## config.mk

```make
export PLATFORM = sky130hd
export DESIGN_NAME = k_round_sequencer
export DESIGN_NICKNAME = d
export VERILOG_FILES = /design/src/rtl/k_round_sequencer.sv
export SDC_FILE = /design/constraint.sdc
export NUM_CORES = 1
export LEC_CHECK = 0
export CAP_MARGIN = 10
export CORE_ASPECT_RATIO = 0.75
export CORE_UTILIZATION = 59
export DETAILED_ROUTE_END_ITERATION = 12
export PLACE_DENSITY_LB_ADDON = 0.1
export SLEW_MARGIN = 40
export SYNTH_ARGS = -nofsm -noshare
export SYNTH_HDL_FRONTEND = slang
export SYNTH_SLANG_ARGS = --single-unit
```

## constraint.sdc

```tcl
create_clock -name clock -period 7.45 [get_ports clock]
set_clock_uncertainty 0.1 [all_clocks]
set_input_delay 0.745 -clock clock [delete_from_list [all_inputs] [get_ports clock]]
set_output_delay 0.745 -clock clock [all_outputs]
set_load 0.02 [all_outputs]
```

## src/rtl/k_round_sequencer.sv

```systemverilog
// SHA-256 K-constant fetch sequencer: streams K ROM words to the round datapath
// through a small fall-through FIFO that hides ROM latency and round stalls.
module k_round_sequencer #(
    parameter int K_LENGTH    = 64,
    parameter int MEM_LATENCY = 1,
    parameter int BUF_DEPTH   = 4
) (
    input  logic                        clock,
    input  logic                        reset_n,
    input  logic                        start,
    input  logic                        abort,
    output logic                        k_rd_en,
    output logic [$clog2(K_LENGTH)-1:0] k_address,
    input  logic [31:0]                 k_data,
    output logic                        round_valid,
    input  logic                        round_ready,
    output logic [31:0]                 round_k,
    output logic [$clog2(K_LENGTH)-1:0] round_index,
    output logic                        busy,
    output logic                        block_done
);

    localparam int AW = $clog2(K_LENGTH);
    localparam int CW = AW + 1;
    localparam int PW = (BUF_DEPTH > 1) ? $clog2(BUF_DEPTH) : 1;
    localparam int NW = $clog2(BUF_DEPTH + 1);

    localparam logic [CW-1:0] K_C     = CW'(K_LENGTH);
    localparam logic [CW-1:0] K_LAST  = CW'(K_LENGTH - 1);
    localparam logic [NW:0]   DEPTH_C = (NW + 1)'(BUF_DEPTH);
    localparam logic [PW-1:0] P_LAST  = PW'(BUF_DEPTH - 1);

    typedef enum logic [1:0] {IDLE, RUN, DRAIN, DONE} state_t;

    state_t                 state;
    state_t                 state_nx;
    logic [CW-1:0]          issued;
    logic [CW-1:0]          accepted;
    logic [MEM_LATENCY-1:0] pend;
    logic [31:0]            mem [BUF_DEPTH];
    logic [PW-1:0]          wr_ptr;
    logic [PW-1:0]          rd_ptr;
    logic [NW-1:0]          count;
    logic [NW:0]            inflight;
    logic [NW:0]            occupancy;
    logic                   matured;
    logic                   push;
    logic                   pop;
    logic                   clear;
    logic                   last_issue;
    logic                   last_accept;
    logic [31:0]            head;

    function automatic logic [PW-1:0] nxt(input logic [PW-1:0] p);
        return (p == P_LAST) ? '0 : p + PW'(1);
    endfunction

    always_comb begin
        inflight = '0;
        for (int i = 0; i < MEM_LATENCY; i++) begin
            inflight = inflight + {{NW{1'b0}}, pend[i]};
        end
    end

    // Words still in flight count against the buffer, so a push never overflows.
    assign occupancy   = {1'b0, count} + inflight;
    assign matured     = pend[MEM_LATENCY-1];
    assign k_rd_en     = (state == RUN) && (issued < K_C) && (occupancy < DEPTH_C);
    assign k_address   = issued[AW-1:0];

    // An empty FIFO passes the maturing ROM word straight through.
    assign head        = (count == '0) ? k_data : mem[rd_ptr];
    assign round_valid = (count != '0) || matured;
    assign round_k     = round_valid ? head : '0;
    assign round_index = accepted[AW-1:0];
    assign busy        = (state != IDLE);
    assign block_done  = (state == DONE);

    assign push        = matured;
    assign pop         = round_valid && round_ready;
    assign last_issue  = k_rd_en && (issued == K_LAST);
    assign last_accept = pop && (accepted == K_LAST);

    always_comb begin
        state_nx = state;
        if (abort) begin
            state_nx = IDLE;
        end else begin
            unique case (state)
                IDLE:  if (start) state_nx = RUN;
                RUN:   if (last_issue) state_nx = DRAIN;
                DRAIN: if (last_accept) state_nx = DONE;
                DONE:  state_nx = IDLE;
            endcase
        end
    end

    assign clear = (state_nx == IDLE);

    always_ff @(posedge clock or negedge reset_n) begin
        if (!reset_n) begin
            state    <= IDLE;
            issued   <= '0;
            accepted <= '0;
            pend     <= '0;
            wr_ptr   <= '0;
            rd_ptr   <= '0;
            count    <= '0;
        end else begin
            state <= state_nx;
            if (clear) begin
                issued   <= '0;
                accepted <= '0;
                pend     <= '0;
                wr_ptr   <= '0;
                rd_ptr   <= '0;
                count    <= '0;
            end else begin
                pend <= (pend << 1) | MEM_LATENCY'(k_rd_en);
                if (k_rd_en) issued <= issued + CW'(1);
                if (pop) accepted <= accepted + CW'(1);
                if (push) wr_ptr <= nxt(wr_ptr);
                if (pop) rd_ptr <= nxt(rd_ptr);
                if (push && !pop) begin
                    count <= count + NW'(1);
                end else if (pop && !push) begin
                    count <= count - NW'(1);
                end
            end
        end
    end

    always_ff @(posedge clock) begin
        if (push && !clear) mem[wr_ptr] <= k_data;
    end

endmodule

```

; ---- Word-level counts from Yosys, hierarchy flattened
; Memories as Yosys holds them, arrays and structs flattened.
; Cells that the tools add are included.
[totals]
memories = 1
register_bits = 24
input_bits = 37
mem_bits_rw = 128
[mem_list]
columns = memory, words, word_bits, read_ports, rd_ports_with_merged_regs, write_ports, line
row1 = mem, 4, 32, 1, 0, 1, 40  ; logic [31:0] mem [BUF_DEPTH];
[op_classes]
n_addsub = 7
eq_ne = 7
n_reduce_logical = 21
mux = 23
order_cmp = 2
[op_table]
columns = cell, count
row1 = $mux W32, 2
row2 = $mux W7, 4
row3 = $mux W2, 10
row4 = $add A7 B1 Y7 const B, 2
row5 = $eq A7 B6 Y1 const B, 2
row6 = $mux W3, 3
row7 = $eq A2 B2 Y1 const B, 4
row8 = $logic_and A1 B1 Y1, 8
row9 = $pmux W2 S4, 1
row10 = $reduce_bool A2 Y1, 4
row11 = $lt A7 B7 Y1 const B, 1
row12 = $reduce_bool A3 Y1, 2
row13 = $add A2 B1 Y2 const B, 2
row14 = $add A3 B1 Y4, 1
row15 = $logic_not A2 Y1, 2
row16 = $lt A4 B3 Y1 const B, 1
row17 = $add A3 B1 Y3 const B, 1
row18 = $logic_not A1 Y1, 3
row19 = $logic_not A3 Y1, 1
row20 = $mux W1, 3
row21 = $sub A3 B1 Y3 const B, 1
row22 = $eq A2 B1 Y1 const B, 1
row23 = $logic_or A1 B1 Y1, 1

; ---- Longest topological paths before layout
; Gate-level depths: netlist (run 1).
[depth]
depth_word = 12
mapped_depth = 7

; ---- Least setup slack after synthesis (run 1)
; OpenSTA, ideal clock, no wires.
[synth_timing]
path_type = register to output
from = register rd_ptr[0]
to = output port round_k[10]
arrival_ns = 1.794
stages_incl_launch_ff = 6
t_required_ns = 6.605
path_slack_ns = 4.811
cell_sequence = dfrtp_1 > clkbuf_1 > buf_2 > mux4_2 > nand2_1 > o21ai_0
[synth_via]
elab_chain_cells = 3
[synth_lines]
columns = item, line
row1 = "start, declared", 42  ; logic [PW-1:0] rd_ptr;
row2 = "start signal, assigned", 123  ; if (pop) rd_ptr <= nxt(rd_ptr);
row3 = $mem_v2 Z4 W32, n/a
row4 = $mux W32, 72  ; assign head = (count == '0) ? k_data : mem[rd_ptr];
row5 = $mux W32, 74  ; assign round_k = round_valid ? head : '0;
row6 = "end, declared", 17  ; output logic [31:0] round_k,
; No other way between the ends.

; ---- Worst setup path after layout (run 1)
[layout_timing]
from = register count[1]
to = output port round_k[21]
[layout_via]
elab_chain_cells = 3
[layout_lines]
columns = item, line
row1 = "start, declared", 43  ; logic [NW-1:0] count;
row2 = "start signal, assigned", 125  ; count <= count + NW'(1);
row3 = "start signal, assigned", 127  ; count <= count - NW'(1);
row4 = $logic_not A3 Y1 or $reduce_bool A3 Y1 (tied branches), "72, 73"
row5 = $mux W32 or $logic_or A1 B1 Y1 (tied branches), "72, 73"
row6 = $mux W32 (*), 74
; Every way passes the cells marked *; elsewhere a longest branch is shown, timed or not.

==> out/qor.yml, run 1 <==
status:
  status: "finished clean"
detailed_routing:
  wl_per_cell_microns: 19.4
  drt-initial-drc-count: 360
  num_vias: 3839
  avgViaCountPerCell: 5.92
  drtPass1Iterations: 5
  ant_nets: 0
  wl_microns: 12600
  post-route-drc-count: 0
placed_design:
  gp_congestion: 0.742
  dp_hpwl_microns: 7160
  portBuffers: 84
  dp_slack_ps: 4040
clocking:
  cts_root_buffer: "clkbuf_16"
  clockBufferDepth: 2
  cts_setup_buffers: 0
  clk_latency_ps: 420
  cts_hold_buf: 0
  clkSinkCount: 152
  cts_tree: "built"
  clkTransAtPathRegs_ps: 60
  htreeDepth: 4
  ctsResizeCount: 0
  cts_buffers: 17
timing:
  setup_violations: 0
  final.setup.tns_ps: 0
  worst_pin_slew_ps: 851
  rsz0062_at_grt: "no"
  max_slew_margin: 0.433
  period_needed_ps: 3870
  final_max_slew_viol_count: 0
  fmax_mhz: 258
  fin_ws_ps: 3580
  period_share: 0.519
  finalHoldWorstSlack_ps: 211
  finalHoldViolations: 0
critical_path:
  path_cells: "or3_2, buf_4, o21ai_0, clkdlybuf4s50_1"
  worstSetupStartpointType: "flop"
  slowest_delay_ps: 820
  r2r_slack_ps: 5110
  cp_top_family: "buffers and inverters"
  worstReg2RegEnd: "mem[2][21]"
  cp_num_buf_inv: 2
  reg2reg_depth: 3
  slowest_stage: "or3_2"
  reg2reg_from: "state[1]"
  worstPathRequired_ps: 6610
  worstSetupPathType: "reg -> out"
  path_max_fanout: 39
  cp-end-kind: "output port"
  worstPathArrival_ps: 3020
worst_hold_path:
  hold_path.class: "in -> async"
grt:
  grt_pass1_wl_microns: 19700
  grt_pass1_vias: 3792
  grt_start_max_net_pins: 49
  grt_overflow: 0
  track_usage: 0.238
  antenna_found_initial: 0
synthesis:
  syn_avg_cell_area_sq_um: 15.1
  synth.top_cells.by_area: "edfxtp_1 (59%), mux4_2 (11%), dfrtp_1 (9.2%)"
  synth.largest_area_cell: "edfxtp_1"
  synth-seq-area-share: 0.682
  syn-cell-area_sq_mm: 0.00652
  yosys_most_used_dff: "edfxtp_1"
  netlist.area_leader.share: 0.590
  synthesis.instances: 433
  synth_cell_types: 39
  synth_fp_nets: 478
  synthArstFlopShare: 0.158
  ys_ff_latch: 152
  ys_warn_count: 0
  synth_edf_count: 128
die:
  start_util: 0.619
  rows: 32
  io_pins: 85
  die_y_microns: 93.0
  die_x_microns: 123
  core_sq_mm: 0.0105
  die_area_sq_mm: 0.0115
final_layout:
  nets: 545
  final_common_cell: "edfxtp_1"
  antennaDiodeCount: 0
  areaGrowthSynthToFinish_pct: 22.4
  drive_above_1_share: 0.158
  layout_common_cells: "edfxtp_1 (128), clkdlybuf4s50_1 (83), nand2_1 (69), o21ai_0 (37), mux4_2 (32)"
job:
  cap_violations: 0
pwr:
  p_per_area_mw_per_mm2: 248
  p_leak_uw: 0.00262
  ir_drop_mv: 0.175
worst max path at each step:
| stage | to | from | depth (start not counted) | slack (ps) |
|---|---|---|---|---|
| final | round_k[21] | count[1] | 4 | 3580 |
| after global routing | round_k[25] | rd_ptr[0] | 5 | 3440 |
| after CTS | round_k[21] | rd_ptr[0] | 5 | 3580 |
| after detailed placement | round_k[21] | rd_ptr[0] | 5 | 4040 |
| after global placement | round_k[24] | rd_ptr[0] | 5 | 4070 |
| after floorplan | round_k[10] | rd_ptr[0] | 5 | 4810 |
routing by layer:
| metal | vias to the layer above | share of wire | global-route usage |
|---|---|---|---|
| met1 | 1931 | 0.45 | 0.331 |
| met4 | 0 | 0.0085 | 0.0713 |
| met3 | 11 | 0.066 | 0.0579 |
| met5 | - | 0 | 0 |
| li1 | 1775 | - | - |
| met2 | 122 | 0.48 | 0.376 |
worst register-to-register path: stages (launching register included):
cell and delay [ps]:
dfrtp_1 450, a21oi_1 520, and2_1 320, and3_4 560
flip-flops by register name (all words and copies together) (netlist names):
name,cells
mem,128
accepted,7
issued,7
count,3
rd_ptr,2
state,2
wr_ptr,2
matured,1
cell type report:
class / instances / area [sq um]
Fill cell: 638 / 2550
Tap cell: 136 / 170
Inverter: 9 / 33.8
Sequential cell: 152 / 4450
Clock buffer: 18 / 429
Multi-Input combinational cell: 233 / 1870
Clock inverter: 14 / 164
Timing Repair Buffer: 87 / 858
logic make-up (layout without fill, tap and decap cells):
family / count (synthesis) / count (layout) / share of synthesized area
AOI/OAI and AO/OA: 60 / 60 / 0.0503
xor gates and xnor gates: 2 / 2 / 0.00269
adders and majority gates: 8 / 8 / 0.0165
buffers and inverters: 48 / 128 / 0.0355
DFF: 152 / 152 / 0.682
muxes: 40 / 40 / 0.123
and+or+nand+nor: 123 / 123 / 0.0902
report_power, final:
group          switching [uW]  internal (uW)  total (uW)
clock network             353            503         856
logic                    99.1           84.4         184
registers                12.1            929         941
total                     464           1520        1980
synthesized netlist by cell type, drive strengths merged (3+ instances only):
master	n
edfxtp	128
nand2	69
o21ai	38
mux4	32
dfrtp	24
clkbuf	21
buf	18
a21oi	13
inv	9
nand3	9
mux2i	8
nor2	8
ha	7
or3	7
and3	5
nor3	4
or4	4
nand3b	3
o31ai	3
stage by stage:
step                       util  power (uW)  area (sq um)  std cells
after global routing      0.757        2040          7980        649
final                     0.757        1980          7980        649
after detailed placement  0.701        1140          7380        617
after CTS                 0.757        1990          7970        649
after global placement    0.700        1140          7370        617
after floorplan               -        1050          6520        433
No activity file was read; power rests on OpenSTA's default activity.
==> run 2, diff against run 1 <==
Settings changed: CORE_UTILIZATION 59 to 50.
Clock period 7.45 ns to 3.3 ns, I/O delays scaled along.
==> run 2 against run 1 <==
Compared with the run above:
- sequential power up 130%
- via count increased by 0.86%
- flip-flop and latch count is the same
- utilization decreased by 11 points
- largest cell class unchanged
- largest power group unchanged
==> out/qor.yml, run 2 (same netlist as run 1, synthesis figures left out) <==
status:
  status: "finished clean"
timing:
  max_slew_margin: 0.526  # +0.0931
  finalHoldWorstSlack_ps: 187  # -23.5 ps
  fmax_mhz: 321
  setup_violations: 0  # unchanged
  period_needed_ps: 3110
  finalHoldViolations: 0  # unchanged
  period_share: 0.943
  rsz0062_at_grt: "no"
  worst_pin_slew_ps: 711  # -140 ps
  final_max_slew_viol_count: 0  # unchanged
  final.setup.tns_ps: 0  # unchanged
critical_path:
  crit_start: "count[1]"
  path_cells: "or3_2, buf_4, o21ai_0, clkdlybuf4s50_1"
  reg2reg_from: "matured"
  worstSetupPathType: "reg -> out"
  slowest_stage: "clkdlybuf4s50_1"
  reg2reg_depth: 5  # +2
  worstSetupStartpointType: "flop"
  r2r_slack_ps: 900  # -4210 ps
  worstPathArrival_ps: 2680  # -340 ps
  path_max_fanout: 37  # -5.1%
  worstReg2RegEnd: "accepted[1]"
  worstPathRequired_ps: 2870  # -3740 ps
  cp-end-kind: "output port"
  slowest_delay_ps: 680  # -140 ps
final_layout:
  multi_input_area_sq_mm: 0.00186  # -0.80%
  antennaDiodeCount: 0  # unchanged
  regMostFlops: "mem"
  nets: 559  # +2.6%
  layout_common_cells: "edfxtp_1 (128), clkdlybuf4s50_1 (84), nand2_1 (69), o21ai_0 (37), mux4_2 (32)"
  regArea_sq_mm: 0.00445  # about the same
  largest_reg_flops: 128  # unchanged
  fill_cells: 904  # +42%
  fin_cells: 693  # +6.8%
  final_common_cell: "edfxtp_1"
  top_regs: "mem (128), accepted (7), issued (7)"
  drive_above_1_share: 0.175  # +0.0167
  areaGrowthSynthToFinish_pct: 24.9
grt:
  grt.met2_usage: 0.322  # -0.0541
  track_usage: 0.206  # -0.0317
  antenna_found_initial: 0  # unchanged
  gr-usage-met1: 0.293  # -0.0385
  grt_start_max_net_pins: 38  # -22%
  grt_overflow: 0  # unchanged
  grtUsageMet3: 0.0352  # -0.0227
  grt_pass1_vias: 3954  # +4.3%
  grt_pass1_wl_microns: 20800  # +5.7%
  top_usage_layer: "met2"
detailed_routing:
  drtPass1Iterations: 4  # -1
  ant_nets: 0  # unchanged
  num_vias: 3872  # +0.86%
  wl_microns: 12700  # +1.0%
  post-route-drc-count: 0  # unchanged
  drt-initial-drc-count: 260  # -28%
  avgViaCountPerCell: 5.59  # -5.5%
  wl_per_cell_microns: 18.3  # -5.4%
clocking:
  clkTransAtPathRegs_ps: 60  # about the same
  cts_tree: "built"
  clockBufferDepth: 2  # unchanged
  htreeDepth: 4  # unchanged
  clk_latency_ps: 400  # -20 ps
  clkSinkCount: 152  # unchanged
  cts_buffers: 17  # unchanged
  cts_hold_buf: 0  # unchanged
  cts_root_buffer: "clkbuf_16"
job:
  cap_violations: 0  # unchanged
pwr:
  p_per_area_mw_per_mm2: 562  # +130%
  ir_drop_mv: 0.450  # +160%
  p_leak_uw: 0.00271  # +3.5%
die:
  die_y_microns: 101  # +8.4%
  core_sq_mm: 0.0125  # +19%
  rows: 35  # +9.4%
  die_x_microns: 134  # +8.5%
  die_area_sq_mm: 0.0135  # +18%
  io_pins: 85  # unchanged
  start_util: 0.522  # -0.0967
worst_hold_path:
  hold_path.class: "in -> async"
placed_design:
  portBuffers: 84  # unchanged
  place_inst: 661  # +7.1%
  gp_congestion: 0.698  # -5.8%
  dp_hpwl_microns: 7640  # +6.7%
run 2: how the worst max path moves through the flow:
stage               slack [ps]           to
floorplan                  970    mem[0][0]
global route                80  round_k[26]
detailed placement         450  round_k[26]
global placement           460  round_k[22]
finish                     190   round_k[1]
CTS                        170  round_k[26]
run 2: critical path: cells and delay by family, from the launching register on:
kind	cells	cell delay, ps
flops	1	430
buf+inv	2	940
simple gates	1	500
compound gates	1	390
run 2: what timing repair did:
item,CTS,global route
setup endpoints to repair,1,0
gates resized for setup,1,0
buffers inserted,0,0
run 2: routing by layer:
layer | up-vias | share of wire
met5 | - | 0
li1 | 1796 | -
met2 | 95 | 0.48
met4 | 0 | 0.0090
met3 | 13 | 0.043
met1 | 1968 | 0.47
run 2: cell type report:
class / count / share of cell area
Clock buffer: 17 / 0.0522
Clock inverter: 15 / 0.0244
Inverter: 9 / 0.00415
Multi-Input combinational cell: 233 / 0.228
Sequential cell: 152 / 0.547
Tap cell: 166 / 0.0255
Timing Repair Buffer: 101 / 0.119
run 2: report_power, final:
| group | switching, uW | total, uW | internal [uW] |
|---|---|---|---|
| clock | 757 | 2030 | 1270 |
| sequential | 26.0 | 2120 | 2100 |
| combinational | 226 | 423 | 198 |
| total | 1010 | 4570 | 3560 |
run 2: per-stage QoR:
step | util | total power (uW) | worst slack [ps] | instance area [sq um]
floorplan | - | 2380 | 968 | 6520
global placement | 0.602 | 2580 | 464 | 7510
detailed placement | 0.602 | 2590 | 450 | 7510
CTS | 0.652 | 4610 | 167 | 8140
global route | 0.652 | 4720 | 76.8 | 8140
finish | 0.652 | 4570 | 189 | 8140
==> run 3, diff against run 2 <==
Settings changed: SETUP_SLACK_MARGIN from default to 0.4.
==> run 3 against run 2 <==
Compared with the run above:
- utilization grew 0.32 points
- sequential share of layout area shrank 0.24 points
- combinational power is 3% lower
- die area did not move
- wire length grew 1.2%
- sequential power about the same
- final cell count grew 0.43%
- first-iteration DRC count grew 13%
- via count is 0.21% lower
- fmax rose by 14%
- critical path type unchanged
==> out/qor.yml, run 3 (same netlist as run 1, synthesis figures left out) <==
final_layout:
  design_area_sq_mm: 0.00818  # +0.49%
  largest_reg_flops: 128  # unchanged
  drive_above_1_share: 0.179  # +0.00467
  fin_cells: 696  # +0.43%
  final_common_cell: "edfxtp_1"
  nets: 562  # +0.54%
  antennaDiodeCount: 0  # unchanged
  top_regs: "mem (128), accepted (7), issued (7)"
  regMostFlops: "mem"
  layout_common_cells: "edfxtp_1 (128), nand2_1 (69), clkdlybuf4s50_1 (51), o21ai_0 (35), mux4_2 (32)"
  fill_cells: 906  # +0.22%
  areaGrowthSynthToFinish_pct: 25.6
die:
  rows: 35  # unchanged
  io_pins: 85  # unchanged
  die_x_microns: 134  # unchanged
  die_area_sq_mm: 0.0135  # unchanged
  die_y_microns: 101  # unchanged
  core_sq_mm: 0.0125  # unchanged
  start_util: 0.522  # unchanged
clocking:
  htreeDepth: 4  # unchanged
  cts_root_buffer: "clkbuf_16"
  clkSinkCount: 152  # unchanged
  cts_tree: "built"
  cts_hold_buf: 0  # unchanged
  clockBufferDepth: 2  # unchanged
  clkTransAtPathRegs_ps: 60  # about the same
  clk_latency_ps: 400  # about the same
  cts_buffers: 17  # unchanged
placed_design:
  place_inst: 661  # unchanged
  gp_congestion: 0.698  # unchanged
  dp_hpwl_microns: 7640  # unchanged
  portBuffers: 84  # unchanged
  place_area_sq_mm: 0.00751  # unchanged
critical_path:
  worstPathRequired_ps: 2870  # about the same
  slowest_delay_ps: 500  # -180 ps
  worstSetupStartpointType: "flop"
  crit_start: "count[1]"
  slowest_stage: "or3_2"
  r2r_slack_ps: 980  # +80 ps
  reg2reg_depth: 5  # unchanged
  setup.worst_path.end: "round_k[13]"
  worstReg2RegEnd: "accepted[1]"
  worstPathArrival_ps: 2300  # -380 ps
  reg2reg_from: "matured"
  path_max_fanout: 37  # unchanged
  cp-end-kind: "output port"
  path_cells: "or3_2, buf_4, o21ai_0, dlygate4sd2_1"
  worstSetupPathType: "reg -> out"
worst_hold_path:
  hold_path.class: "in -> async"
grt:
  grt_overflow: 0  # unchanged
  antenna_found_initial: 0  # unchanged
  grt_pass1_vias: 3963  # +0.23%
  grt_pass1_wl_microns: 20900  # +0.70%
  grt_start_max_net_pins: 38  # unchanged
  track_usage: 0.208  # +0.00182
pwr:
  ir_drop_mv: 0.452  # +0.42%
  p_leak_uw: 0.00302  # +12%
  p_per_area_mw_per_mm2: 557  # -0.90%
timing:
  rsz0062_at_grt: "no"
  fmax_mhz: 366  # +14%
  setup_violations: 0  # unchanged
  period_needed_ps: 2730  # -381 ps
  finalHoldViolations: 0  # unchanged
  final_max_slew_viol_count: 0  # unchanged
  period_share: 0.827  # -0.115
  worst_pin_slew_ps: 681  # -30.5 ps
  max_slew_margin: 0.545  # +0.0192
  final.setup.tns_ps: 0  # unchanged
status:
  status: "finished clean"
detailed_routing:
  drt-initial-drc-count: 294  # +13%
  wl_microns: 12900  # +1.2%
  ant_nets: 0  # unchanged
  wl_per_cell_microns: 18.5  # +0.72%
  avgViaCountPerCell: 5.55  # -0.64%
  drtPass1Iterations: 5  # +1
  post-route-drc-count: 0  # unchanged
  num_vias: 3864  # -0.21%
job:
  cap_violations: 0  # unchanged
-- run 3: cell count changes in the layout (fill, tap and decap cells not counted), sizes merged --
cell           delta
dlymetal6s2s     +13
buf               +3
dlygate4sd2      +20
clkdlybuf4s50    -33
-- run 3: area by class of cell --
type	count	area [sq um]	share of cell area
Clock buffer	17	425	0.0520
Clock inverter	15	199	0.0243
Inverter	9	33.8	0.00413
Multi-Input combinational cell	233	1860	0.227
Sequential cell	152	4460	0.544
Tap cell	166	208	0.0254
Timing Repair Buffer	104	1010	0.123
-- run 3: critical path, delay by kind of cell, from the launching register on --
family	cells	cell delay, ps
and+or+nand+nor	1	500
buffers and inverters	2	650
DFF	1	430
AOI/OAI and AO/OA	1	300
-- run 3: routing by layer --
layer	part of all wire	global-route usage	vias to the layer above
li1	-	-	1805
met1	0.46	0.298	1940
met2	0.48	0.322	111
met3	0.051	0.0352	8
met4	0.0065	0.0804	0
met5	0	0	-
-- run 3: metrics by stage --
stage / total power [uW] / setup WS (ps) / hold WS (ps) / utilization
floorplan: 2380 / 968 / -65.6 / -
global placement: 2580 / 464 / 404 / 0.602
detailed placement: 2590 / 450 / 412 / 0.602
CTS: 4600 / 327 / 180 / 0.653
global route: 4700 / 472 / 216 / 0.656
finish: 4550 / 570 / 188 / 0.656
-- run 3: timing repair --
action                     CTS  global route
cloned                       0             0
gates resized for setup     24            14
buffers inserted             3             0
setup endpoints to repair   32            14
-- run 3: power by group --
part / total (uW) / switching, uW / internal, uW
Combinational: 410 / 231 / 179
Sequential: 2120 / 20.5 / 2100
Clock: 2030 / 757 / 1270
Total: 4550 / 1010 / 3550
-- run 3: worst min path at each step --
stage / end / slack, ps
floorplan: accepted[0] / -70
global placement: issued[6] / 400
detailed placement: issued[6] / 410
CTS: issued[0] / 180
global route: issued[0] / 220
finish: issued[0] / 190
